[src/rtl/magic_cfg_master.sv]
// Config-port bus initiator: turns a req/rsp handshake into a timed Z80-style
// I/O write or read of port {reg, PORT_LO}, with setup, strobe and hold phases.
module magic_cfg_master #(
   parameter int         SETUP_CLKS  = 2,
   parameter int         STROBE_CLKS = 4,
   parameter int         HOLD_CLKS   = 2,
   parameter logic [7:0] PORT_LO     = 8'hFF
) (
   input  logic        clk28,
   input  logic        rst,
   input  logic        req,
   input  logic        req_wr,
   input  logic [7:0]  req_reg,
   input  logic [7:0]  req_data,
   output logic        req_ready,
   output logic        rsp_valid,
   output logic [7:0]  rsp_data,
   output logic        busy,
   output logic        map_req,
   output logic [15:0] bus_a,
   output logic [7:0]  bus_d_out,
   output logic        bus_d_oe,
   output logic        bus_ioreq,
   output logic        bus_wr,
   output logic        bus_rd,
   input  logic [7:0]  bus_d_in,
   input  logic        bus_d_in_active
);

   typedef enum logic [2:0] {IDLE, SETUP, STROBE, HOLD, DONE} state_t;

   typedef struct packed {
      logic [15:0] a;
      logic [7:0]  d_out;
      logic        d_oe;
      logic        ioreq;
      logic        wr;
      logic        rd;
   } bus_t;

   localparam logic [7:0] SETUP_LD  = 8'(SETUP_CLKS - 1);
   localparam logic [7:0] STROBE_LD = 8'(STROBE_CLKS - 1);
   localparam logic [7:0] HOLD_LD   = 8'(HOLD_CLKS - 1);

   state_t     state, state_n;
   logic [7:0] cnt, cnt_n;
   logic       wr_l, wr_l_n;
   bus_t       bus_q, bus_n;
   logic       busy_n;
   logic [7:0] rsp_data_n;

   always_ff @(posedge clk28 or posedge rst) begin
      if (rst) begin
         state     <= IDLE;
         cnt       <= '0;
         wr_l      <= 1'b0;
         bus_q     <= '0;
         busy      <= 1'b0;
         map_req   <= 1'b0;
         rsp_valid <= 1'b0;
         rsp_data  <= '0;
         req_ready <= 1'b1;
      end else begin
         state     <= state_n;
         cnt       <= cnt_n;
         wr_l      <= wr_l_n;
         bus_q     <= bus_n;
         busy      <= busy_n;
         map_req   <= busy_n;
         rsp_valid <= (state_n == DONE);
         rsp_data  <= rsp_data_n;
         req_ready <= (state_n == IDLE);
      end
   end

   always_comb begin
      state_n    = state;
      cnt_n      = cnt;
      wr_l_n     = wr_l;
      bus_n      = bus_q;
      busy_n     = busy;
      rsp_data_n = rsp_data;
      bus_n.ioreq = 1'b0;
      bus_n.wr    = 1'b0;
      bus_n.rd    = 1'b0;
      case (state)
         IDLE: if (req) begin
            state_n     = SETUP;
            cnt_n       = SETUP_LD;
            wr_l_n      = req_wr;
            bus_n.a     = {req_reg, PORT_LO};
            bus_n.d_out = req_wr ? req_data : 8'h00;
            bus_n.d_oe  = req_wr;
            busy_n      = 1'b1;
         end
         SETUP: begin
            if (cnt == 8'd0) begin
               state_n = STROBE;
               cnt_n   = STROBE_LD;
            end else cnt_n = cnt - 8'd1;
         end
         STROBE: begin
            if (cnt == 8'd0) begin
               state_n = HOLD;
               cnt_n   = HOLD_LD;
               // an undriven data bus floats high
               rsp_data_n = wr_l ? 8'h00 : (bus_d_in_active ? bus_d_in : 8'hFF);
            end else cnt_n = cnt - 8'd1;
         end
         HOLD: begin
            if (cnt == 8'd0) begin
               state_n     = DONE;
               busy_n      = 1'b0;
               bus_n.a     = '0;
               bus_n.d_out = '0;
               bus_n.d_oe  = 1'b0;
            end else cnt_n = cnt - 8'd1;
         end
         DONE:    state_n = IDLE;
         default: state_n = IDLE;
      endcase
      if (state_n == STROBE) begin
         bus_n.ioreq = 1'b1;
         bus_n.wr    = wr_l_n;
         bus_n.rd    = !wr_l_n;
      end
   end

   assign bus_a     = bus_q.a;
   assign bus_d_out = bus_q.d_out;
   assign bus_d_oe  = bus_q.d_oe;
   assign bus_ioreq = bus_q.ioreq;
   assign bus_wr    = bus_q.wr;
   assign bus_rd    = bus_q.rd;

endmodule

[config.mk]
export PLATFORM = sky130hd
export DESIGN_NAME = magic_cfg_master
export DESIGN_NICKNAME = d
export VERILOG_FILES = /design/src/rtl/magic_cfg_master.sv
export SDC_FILE = /design/constraint.sdc
export NUM_CORES = 1
export LEC_CHECK = 0
export BUFFER_PORTS_ARGS = -buffer_cell sky130_fd_sc_hd__buf_2
export CORE_MARGIN = 2
export CORE_UTILIZATION = 49
export DETAILED_ROUTE_END_ITERATION = 10
export GPL_TIMING_DRIVEN = 0
export PLACE_DENSITY = 0.83
export SETUP_SLACK_MARGIN = 0.15
export SYNTH_ARGS = -nofsm -noshare
export SYNTH_HDL_FRONTEND = slang
export SYNTH_SLANG_ARGS = --single-unit
[constraint.sdc]
create_clock -name clk28 -period 2.21 [get_ports clk28]
set_input_delay 0.221 -clock clk28 [delete_from_list [all_inputs] [get_ports clk28]]
set_output_delay 0.221 -clock clk28 [all_outputs]
set_load 0.01 [all_outputs]
==> results of run 1 <==
-- synth_stat cells, types with 2 or more instances --
library cell	count
a211o_2	2
a211oi_1	3
a21o_1	3
a21oi_1	19
a22o_1	16
and3_2	3
buf_2	2
buf_4	9
clkbuf_1	5
dfrtp_1	42
ha_1	2
inv_1	15
mux2_4	8
nand2_1	8
nand3_1	2
nor2_1	4
nor3_1	4
o21ai_0	4
-- state kept, by name, summed over array words and instances, names as in the netlist --
register   flops
state          3
wr_l           1
bus_d_oe       1
bus_d_out      8
rsp_data       8
bus_wr         1
rsp_valid      1
bus_ioreq      1
bus_a          9
cnt            8
bus_rd         1
req_ready      1
-- layer usage --
layer / vias to the layer above / part of all wire [%] / wire length (um) / track usage [%]
met5: - / 0 / 0 / 0
met4: 0 / 3.7 / 176 / 11.8
met3: 17 / 6.2 / 297 / 3.67
met2: 83 / 50 / 2410 / 33.1
met1: 815 / 40 / 1910 / 26.1
li1: 787 / - / - / -
-- worst max-delay path: cells and delay by family (launching register included) --
kind	cells	cell delay, ns
flip-flops	1	0.41
multiplexers	1	0.30
adder cells (fa/ha/maj)	1	0.11
AND/OR/NAND/NOR	3	0.88
buffers and inverters	2	0.25
-- layout make-up --
class                           instances  area (um^2)
Sequential cell                        43         1080
Clock buffer                            5         68.8
Buffer                                 18          118
Tap cell                               50         62.6
Fill cell                             302         1330
Inverter                               15         56.3
Multi-Input combinational cell         99          798
Timing Repair Buffer                   81          440
Clock inverter                          3         20.0
-- how the worst max path moves through the flow --
stage	slack [ns]	start	end	cells after the start
finish	0.15	cnt[1]	rsp_data[6]	7
global route	0.1	cnt[0]	cnt[6]	7
CTS	0.14	cnt[0]	rsp_data[6]	7
detailed placement	0.02	cnt[0]	rsp_data[6]	7
global placement	0.07	cnt[0]	rsp_data[4]	7
floorplan	0.23	cnt[0]	rsp_data[0]	7
-- repair_timing --
action | in CTS | in global routing
buffers inserted | 9 | 5
setup endpoints to repair | 23 | 28
pin swaps | 3 | 1
resized for setup | 5 | 12
-- metrics by stage --
stage | utilization, % | setup slack (ns) | cell area (um^2) | hold slack [ns] | power [uW]
2_1_floorplan | - | 0.226 | 1990 | 0.354 | 893
3_3_place_gp | 60.2 | 0.0722 | 2390 | 0.438 | 946
3_5_place_dp | 60.2 | 0.0236 | 2390 | 0.441 | 950
4_1_cts | 64.7 | 0.137 | 2570 | 0.116 | 1440
5_1_grt | 66.5 | 0.0950 | 2640 | 0.127 | 1480
6_report | 66.5 | 0.145 | 2640 | 0.0875 | 1420
-- cells by family after synthesis --
group / share of synthesized area (%)
AOI/OAI and AO/OA: 18.8
adders and majority gates: 1.26
buffers and inverters: 8.41
DFF: 54.0
muxes: 6.59
and+or+nand+nor: 10.9
-- power groups by stage --
stage	clock, uW	sequential, uW	combinational (uW)
after floorplan	0	846	47.8
after global placement	0	834	111
after detailed placement	0	835	115
after CTS	501	820	116
after global routing	534	823	127
final	486	820	114
==> flow_summary.yaml, run 1 <==
pwr:
  cellLeakagePower_uw: 0.00136
  seqPwrFrac_pct: 57.8
  ir_drop_mv: 0.437
  power_density_nw_per_um2: 537
  p_comb_share_pct: 8.0
  clock_power_share_pct: 34.2
  netSwitchingPower_uw: 335
  internal_power_uw: 1090
  switching_share_pct: 23.6
floorplan:
  core_area_um2: 3970
  die_h_um: 67.8
  start_util_pct: 50.2
  io_pins: 69
  die_w_um: 67.8
  dieArea_um2: 4590
  row_count: 23
worst_setup_path:
  crit_slowest_cell: "or4_4"
  path_cells: "inv_2 > ha_4 > nor3b_4 > nand2_2 > or4_4 > buf_8 > mux2_4"
  worstPathMaxFanout: 8
  cp_slowest_stage_delay_ns: 0.56
  path_class: "reg -> reg"
  worstPathArrival_ns: 2.24
  r2r.worst_path.cells: 7
  crit_required_ns: 2.39
  cp-start-kind: "flop"
  timing.rr.start: "cnt[1]"
  reg2reg_slack_ns: 0.15
  r2r-end: "rsp_data[6]"
  cp-end-kind: "flop"
sta:
  rsz0062_at_grt: "true"
  max_freq_mhz: 484
  fin_crit_sh_pct: 93.4
  slew_viol_final: 0
  fin_worst_skew_ns: 0.00887
  setup_viol: 0
  setup_tns_ns: 0
  tightest_slew_ns: 0.848
  relSlewSlack_pct: 43.4
  period_needed_ns: 2.06
  hold_violations: 0
route:
  vias: 1702
  via_per_inst: 5.42
  drt_iter0_drc: 94
  first_pass_iters: 4
  wl_mm: 4.80
  final_antenna_net_count: 0
  drcViolationCount: 0
  wl_per_cell_um: 15.3
cells_and_area:
  area_growth_pct: 32.6
  fin_cells: 314
  final_cell_mix: "buf_2, dfrtp_1, buf_4, a21oi_1, a22o_1"
  nets: 294
  final_common_cell: "buf_2"
  n_antenna_cell: 0
  drive_above_1_share_pct: 51.1
clock_network:
  ctsHoldBuffers: 0
  cts.path.max_buffers: 2
  h-tree-depth: 2
  cts_buffers: 5
  clockRootBuffer: "clkbuf_8"
  clk_pin_slew_worst_paths_ns: 0.08
  clkSinkCount: 43
  cts_tree: "yes"
  clk_latency_ns: 0.30
synthesis:
  synth_top_area_cell: "dfrtp_1"
  ys_types: 42
  synthArstFlopShare_pct: 100
  ys_ff_latch: 43
  synth_cells: 175
  synth_nets: 206
  yosys.area.top_type_share_pct: 52.7
  yosys_most_used_dff: "dfrtp_1"
  syn_area_um2: 1990
  ys_warn_count: 0
  seq_area_frac_synth_pct: 54.0
  synth_area_leaders: "dfrtp_1, a22o_1, mux2_4, a21oi_1, buf_4"
  synth_edf_count: 0
  avgSynthCellArea_um2: 11.4
grt:
  globalRoute.totalOverflow: 0
  antenna_found_initial: 0
  grt_use_total_pct: 20.6
  grt_max_degree: 44
  grt_pass1_vias: 1463
  grt_pass1_wl_mm: 6.89
placed_design:
  dp_cells: 292
  portBuffers: 67
  gp_congestion: 0.783
  hpwl_mm: 3.10
min_path:
  hp-class: "in -> async"
flow_run:
  drv_cap: 0
status:
  status: "completed"
Note: power is estimated with default switching activity, not from simulation.
==> run 2, diff against run 1 <==
- GPL_TIMING_DRIVEN: 0 -> unset
==> run 2 against run 1 <==
Net effect: clock power is 28% higher; fmax up 6.1%; utilization shrank 3.7 points; count of clock-buffer cells in the layout grew 1; combinational power hardly changed; sequential power about the same; total power increased by 9.7%; setup slack improved by 0.12 ns; routed wire length shrank 14%; flip-flop and latch count did not move; critical endpoint is now rsp_data[2]; highest routed layer unchanged.
==> flow_summary.yaml, run 2 (same netlist as run 1, synthesis figures left out) <==
pwr:
  cellLeakagePower_uw: 0.00128
  seqPwrFrac_pct: 52.8
  ir_drop_mv: 0.489
  internal_power_uw: 1230
  power_density_nw_per_um2: 624
  clock_power_share_pct: 39.9
  p_comb_share_pct: 7.2
  netSwitchingPower_uw: 326
  switching_share_pct: 20.9
route:
  drt_iter0_drc: 117
  final_antenna_net_count: 0
  wl_per_cell_um: 14.2
  first_pass_iters: 4
  vias: 1565
  wl_mm: 4.12
  drcViolationCount: 0
  via_per_inst: 5.40
sta:
  max_freq_mhz: 514
  rsz0062_at_grt: "false"
  setup_viol: 0
  fin_crit_sh_pct: 88.0
  tightest_slew_ns: 0.514
  setup_tns_ns: 0
  hold_violations: 0
  fin_worst_skew_ns: 0.00817
  relSlewSlack_pct: 65.7
  period_needed_ns: 1.95
  slew_viol_final: 0
flow_run:
  drv_cap: 0
min_path:
  hp-class: "in -> async"
worst_setup_path:
  timing.rr.start: "cnt[0]"
  critical-path-top-delay-family: "simple AND/OR/NAND/NOR gates"
  path_class: "reg -> reg"
  cp-end-kind: "flop"
  worstPathMaxFanout: 8
  worstPathArrival_ns: 2.12
  startpoint: "cnt[0]"
  crit_slowest_cell: "or4_4"
  cp-start-kind: "flop"
  cp_slowest_stage_delay_ns: 0.53
  path_cells: "inv_1 > ha_1 > nor3b_4 > nand2_2 > or4_4 > mux2_4"
  path_buf_inv: 1
  crit_required_ns: 2.39
floorplan:
  core_area_um2: 3970
  dieArea_um2: 4590
  die_w_um: 67.8
  die_h_um: 67.8
  row_count: 23
  io_pins: 69
  start_util_pct: 50.2
cells_and_area:
  final_common_cell: "buf_2"
  nets: 270
  final_cell_mix: "buf_2, dfrtp_1, a21oi_1, a22o_1, inv_1"
  drive_above_1_share_pct: 45.8
  area_growth_pct: 25.3
  utilization_pct: 62.9
  largest_register_ffs: 9
  n_antenna_cell: 0
clock_network:
  cts_tree: "yes"
  clkSinkCount: 43
  clockRootBuffer: "clkbuf_8"
  h-tree-depth: 2
  cts.path.max_buffers: 2
  clk_pin_slew_worst_paths_ns: 0.08
  clk_latency_ns: 0.29
  cts_buffers: 5
grt:
  grt_max_degree: 44
  antenna_found_initial: 0
  grt_pass1_vias: 1386
  grt_pass1_wl_mm: 6.42
  grt_use_total_pct: 18.5
  globalRoute.totalOverflow: 0
status:
  status: "completed"
placed_design:
  gp_congestion: 0.809
  portBuffers: 68
  hpwl_mm: 3.10
[run 2: cell types whose count changed in the layout (fill, tap and decap cells not counted), moves of 2 or more]
| cell | change |
|---|---|
| buf_4 | -16 |
| clkbuf_1 | -3 |
| clkbuf_2 | -2 |
| clkinvlp_4 | -2 |
| inv_1 | +3 |
| inv_2 | -3 |
[run 2: metal layers]
layer,up-vias,track usage (%),wire (um)
li1,737,-,-
met5,-,0,0
met3,2,3.83,223
met1,769,25.1,1770
met2,57,30.1,2120
met4,0,5.50,11
[run 2: path summary, 6_finish.rpt]
path | endpoint | slack (ns) | depth (start not counted)
min in group clk28 | bus_d_out[3] | 0.14 | 2
max | rsp_data[2] | 0.26 | 6
max reg2reg | rsp_data[2] | 0.26 | 6
min reg2reg | bus_d_oe | 0.49 | 1
min | bus_a[8] | 0.05 | 3
max in group asynchronous | req_ready | 1.79 | 3
[run 2: stage by stage]
step	area [um^2]	hold slack, ns	instances	total power [uW]	worst slack, ns
final	2500	0.0486	290	1560	0.264
after global routing	2500	0.116	290	1610	0.187
after CTS	2470	0.0683	290	1570	0.178
after detailed placement	2340	0.381	281	953	0.0258
after global placement	2340	0.375	281	948	0.0716
after floorplan	1990	0.354	175	893	0.226
[run 2: repair_timing]
item	in CTS	in global routing
setup buffers	1	0
setup endpoints to repair	25	21
cloned	0	0
hold buffers	0	0
endpoints found under the hold margin	0	0
gates resized for setup	2	6
[run 2: tightest hold or removal path, cell delays in order]
cell	delay, ns
buf_2	0.09
inv_1	0.04
buf_4	0.44
[run 2: power by group through the flow]
stage                     registers, uW  logic (uW)  clock network [uW]
after CTS                           823         115                 629
final                               823         112                 622
after detailed placement            838         114                   0
after floorplan                     846        47.8                   0
after global placement              838         110                   0
after global routing                826         126                 660
[run 2: cell type report]
type	count	area, um^2
multi-input combinational	99	791
timing repair buffer	75	393
sequential	43	1080
clock inverter	2	35.0
clock buffer	6	82.6
fill	310	1470
inverter	15	56.3
tap	50	62.6
==> run 3, diff against run 2 <==
- BUFFER_PORTS_ARGS: -buffer_cell sky130_fd_sc_hd__buf_2 -> -buffer_cell sky130_fd_sc_hd__buf_4
==> run 3 against run 2 <==
Net effect: sequential power about the same; critical endpoint is now rsp_data[0]; worst hold slack better by 0.021 ns; count of clock-buffer cells in the layout down 1; die area unchanged; total power down 5.7%.
==> flow_summary.yaml, run 3 (same netlist as run 1, synthesis figures left out) <==
sta:
  fin_ws_ns: 0.199
  fin_worst_skew_ns: 0.00597
  rsz0062_at_grt: "true"
  hold_violations: 0
  fin_crit_sh_pct: 91.0
  max_freq_mhz: 497
  tightest_slew_ns: 0.673
  slew_viol_final: 0
  setup_tns_ns: 0
  period_needed_ns: 2.01
  setup_viol: 0
  relSlewSlack_pct: 55.1
cells_and_area:
  area_growth_pct: 31.3
  nets: 270
  final_common_cell: "buf_4"
  drive_above_1_share_pct: 45.0
  largest_register_ffs: 9
  final_cell_mix: "buf_4, dfrtp_1, a21oi_1, a22o_1, inv_1"
  fill_cells: 312
  n_antenna_cell: 0
  ff_latch_area_um2: 1080
  multi_input_area_um2: 766
clock_network:
  cts_tree: "yes"
  h-tree-depth: 2
  clk_pin_slew_worst_paths_ns: 0.09
  cts.path.max_buffers: 2
  clockRootBuffer: "clkbuf_8"
  clk_latency_ns: 0.30
  clkSinkCount: 43
  cts_buffers: 5
grt:
  grt_pass1_wl_mm: 6.71
  globalRoute.totalOverflow: 0
  grt_max_degree: 44
  grt_pass1_vias: 1425
  antenna_found_initial: 0
  grt_use_total_pct: 19.7
flow_run:
  drv_cap: 0
worst_setup_path:
  timing.rr.start: "cnt[0]"
  r2r.worst_path.cells: 6
  reg2reg_slack_ns: 0.20
  cp-start-kind: "flop"
  worstPathArrival_ns: 2.19
  worstPathMaxFanout: 8
  r2r-end: "rsp_data[0]"
  path_class: "reg -> reg"
  cp-end-kind: "flop"
  crit_required_ns: 2.39
floorplan:
  core_area_um2: 3970
  dieArea_um2: 4590
  start_util_pct: 50.2
  die_h_um: 67.8
  row_count: 23
  io_pins: 69
  die_w_um: 67.8
route:
  vias: 1521
  wl_mm: 4.40
  final_antenna_net_count: 0
  drt_iter0_drc: 51
  via_per_inst: 5.24
  drcViolationCount: 0
  first_pass_iters: 4
  wl_per_cell_um: 15.2
min_path:
  hp-class: "in -> async"
pwr:
  cellLeakagePower_uw: 0.00131
  ir_drop_mv: 0.500
  power_density_nw_per_um2: 561
placed_design:
  place_ws_ns: 0.0108
  hpwl_mm: 3.11
  portBuffers: 68
  gp_congestion: 0.796
status:
  status: "completed"
==> run 3: final cells by class <==
class,count,share of cell area [%]
sequential,43,41.2
clock inverter,3,0.908
timing repair buffer,75,21.5
inverter,15,2.15
tap,50,2.39
multi-input combinational,99,29.3
clock buffer,5,2.63
==> run 3: timing repair <==
item / 4_1_cts / 5_1_grt
buffers inserted: 1 / 1
resized for setup: 2 / 2
hold buffers: 0 / 0
endpoints found under the setup margin: 25 / 9
endpoints found under the hold margin: 0 / 0
pin swaps: 1 / 0
==> run 3: worst max path at each step <==
stage,startpoint,depth (start not counted),to
3_5_place_dp,cnt[0],6,bus_d_out[4]
6_report,cnt[0],6,rsp_data[0]
5_1_grt,cnt[0],6,rsp_data[7]
2_1_floorplan,cnt[0],7,rsp_data[0]
3_3_place_gp,cnt[0],6,bus_d_out[1]
4_1_cts,cnt[0],6,rsp_data[2]
==> run 3: per-layer routing <==
layer	global-route usage [%]	vias to the layer above	share of wire, %
met5	0	-	0
met2	31.4	54	50
met3	4.50	5	5.3
met1	26.3	720	43
li1	-	742	-
met4	7.50	0	1.3
==> run 3: report_power, final <==
group | internal, uW | switching [uW] | total, uW
sequential | 808 | 15.7 | 824
combinational | 82.8 | 55.3 | 138
clock | 226 | 281 | 507
==> run 3: critical path, stage by stage, from the launching register on <==
cell and delay (ns):
dfrtp_1 0.42, inv_2 0.07, ha_1 0.14, nor3b_4 0.31, nand2_2 0.10, or4_4 0.53, mux2_4 0.34
==> run 3: stage by stage <==
| step | hold WS [ns] | cell area [um^2] | utilization [%] | std cells | power, uW |
|---|---|---|---|---|---|
| after floorplan | 0.354 | 1990 | - | 175 | 893 |
| after global placement | 0.388 | 2500 | 62.9 | 280 | 975 |
| after detailed placement | 0.414 | 2500 | 62.9 | 280 | 978 |
| after CTS | 0.0864 | 2610 | 65.7 | 289 | 1490 |
| after global routing | 0.115 | 2620 | 65.9 | 290 | 1530 |
| final | 0.0695 | 2620 | 65.9 | 290 | 1470 |
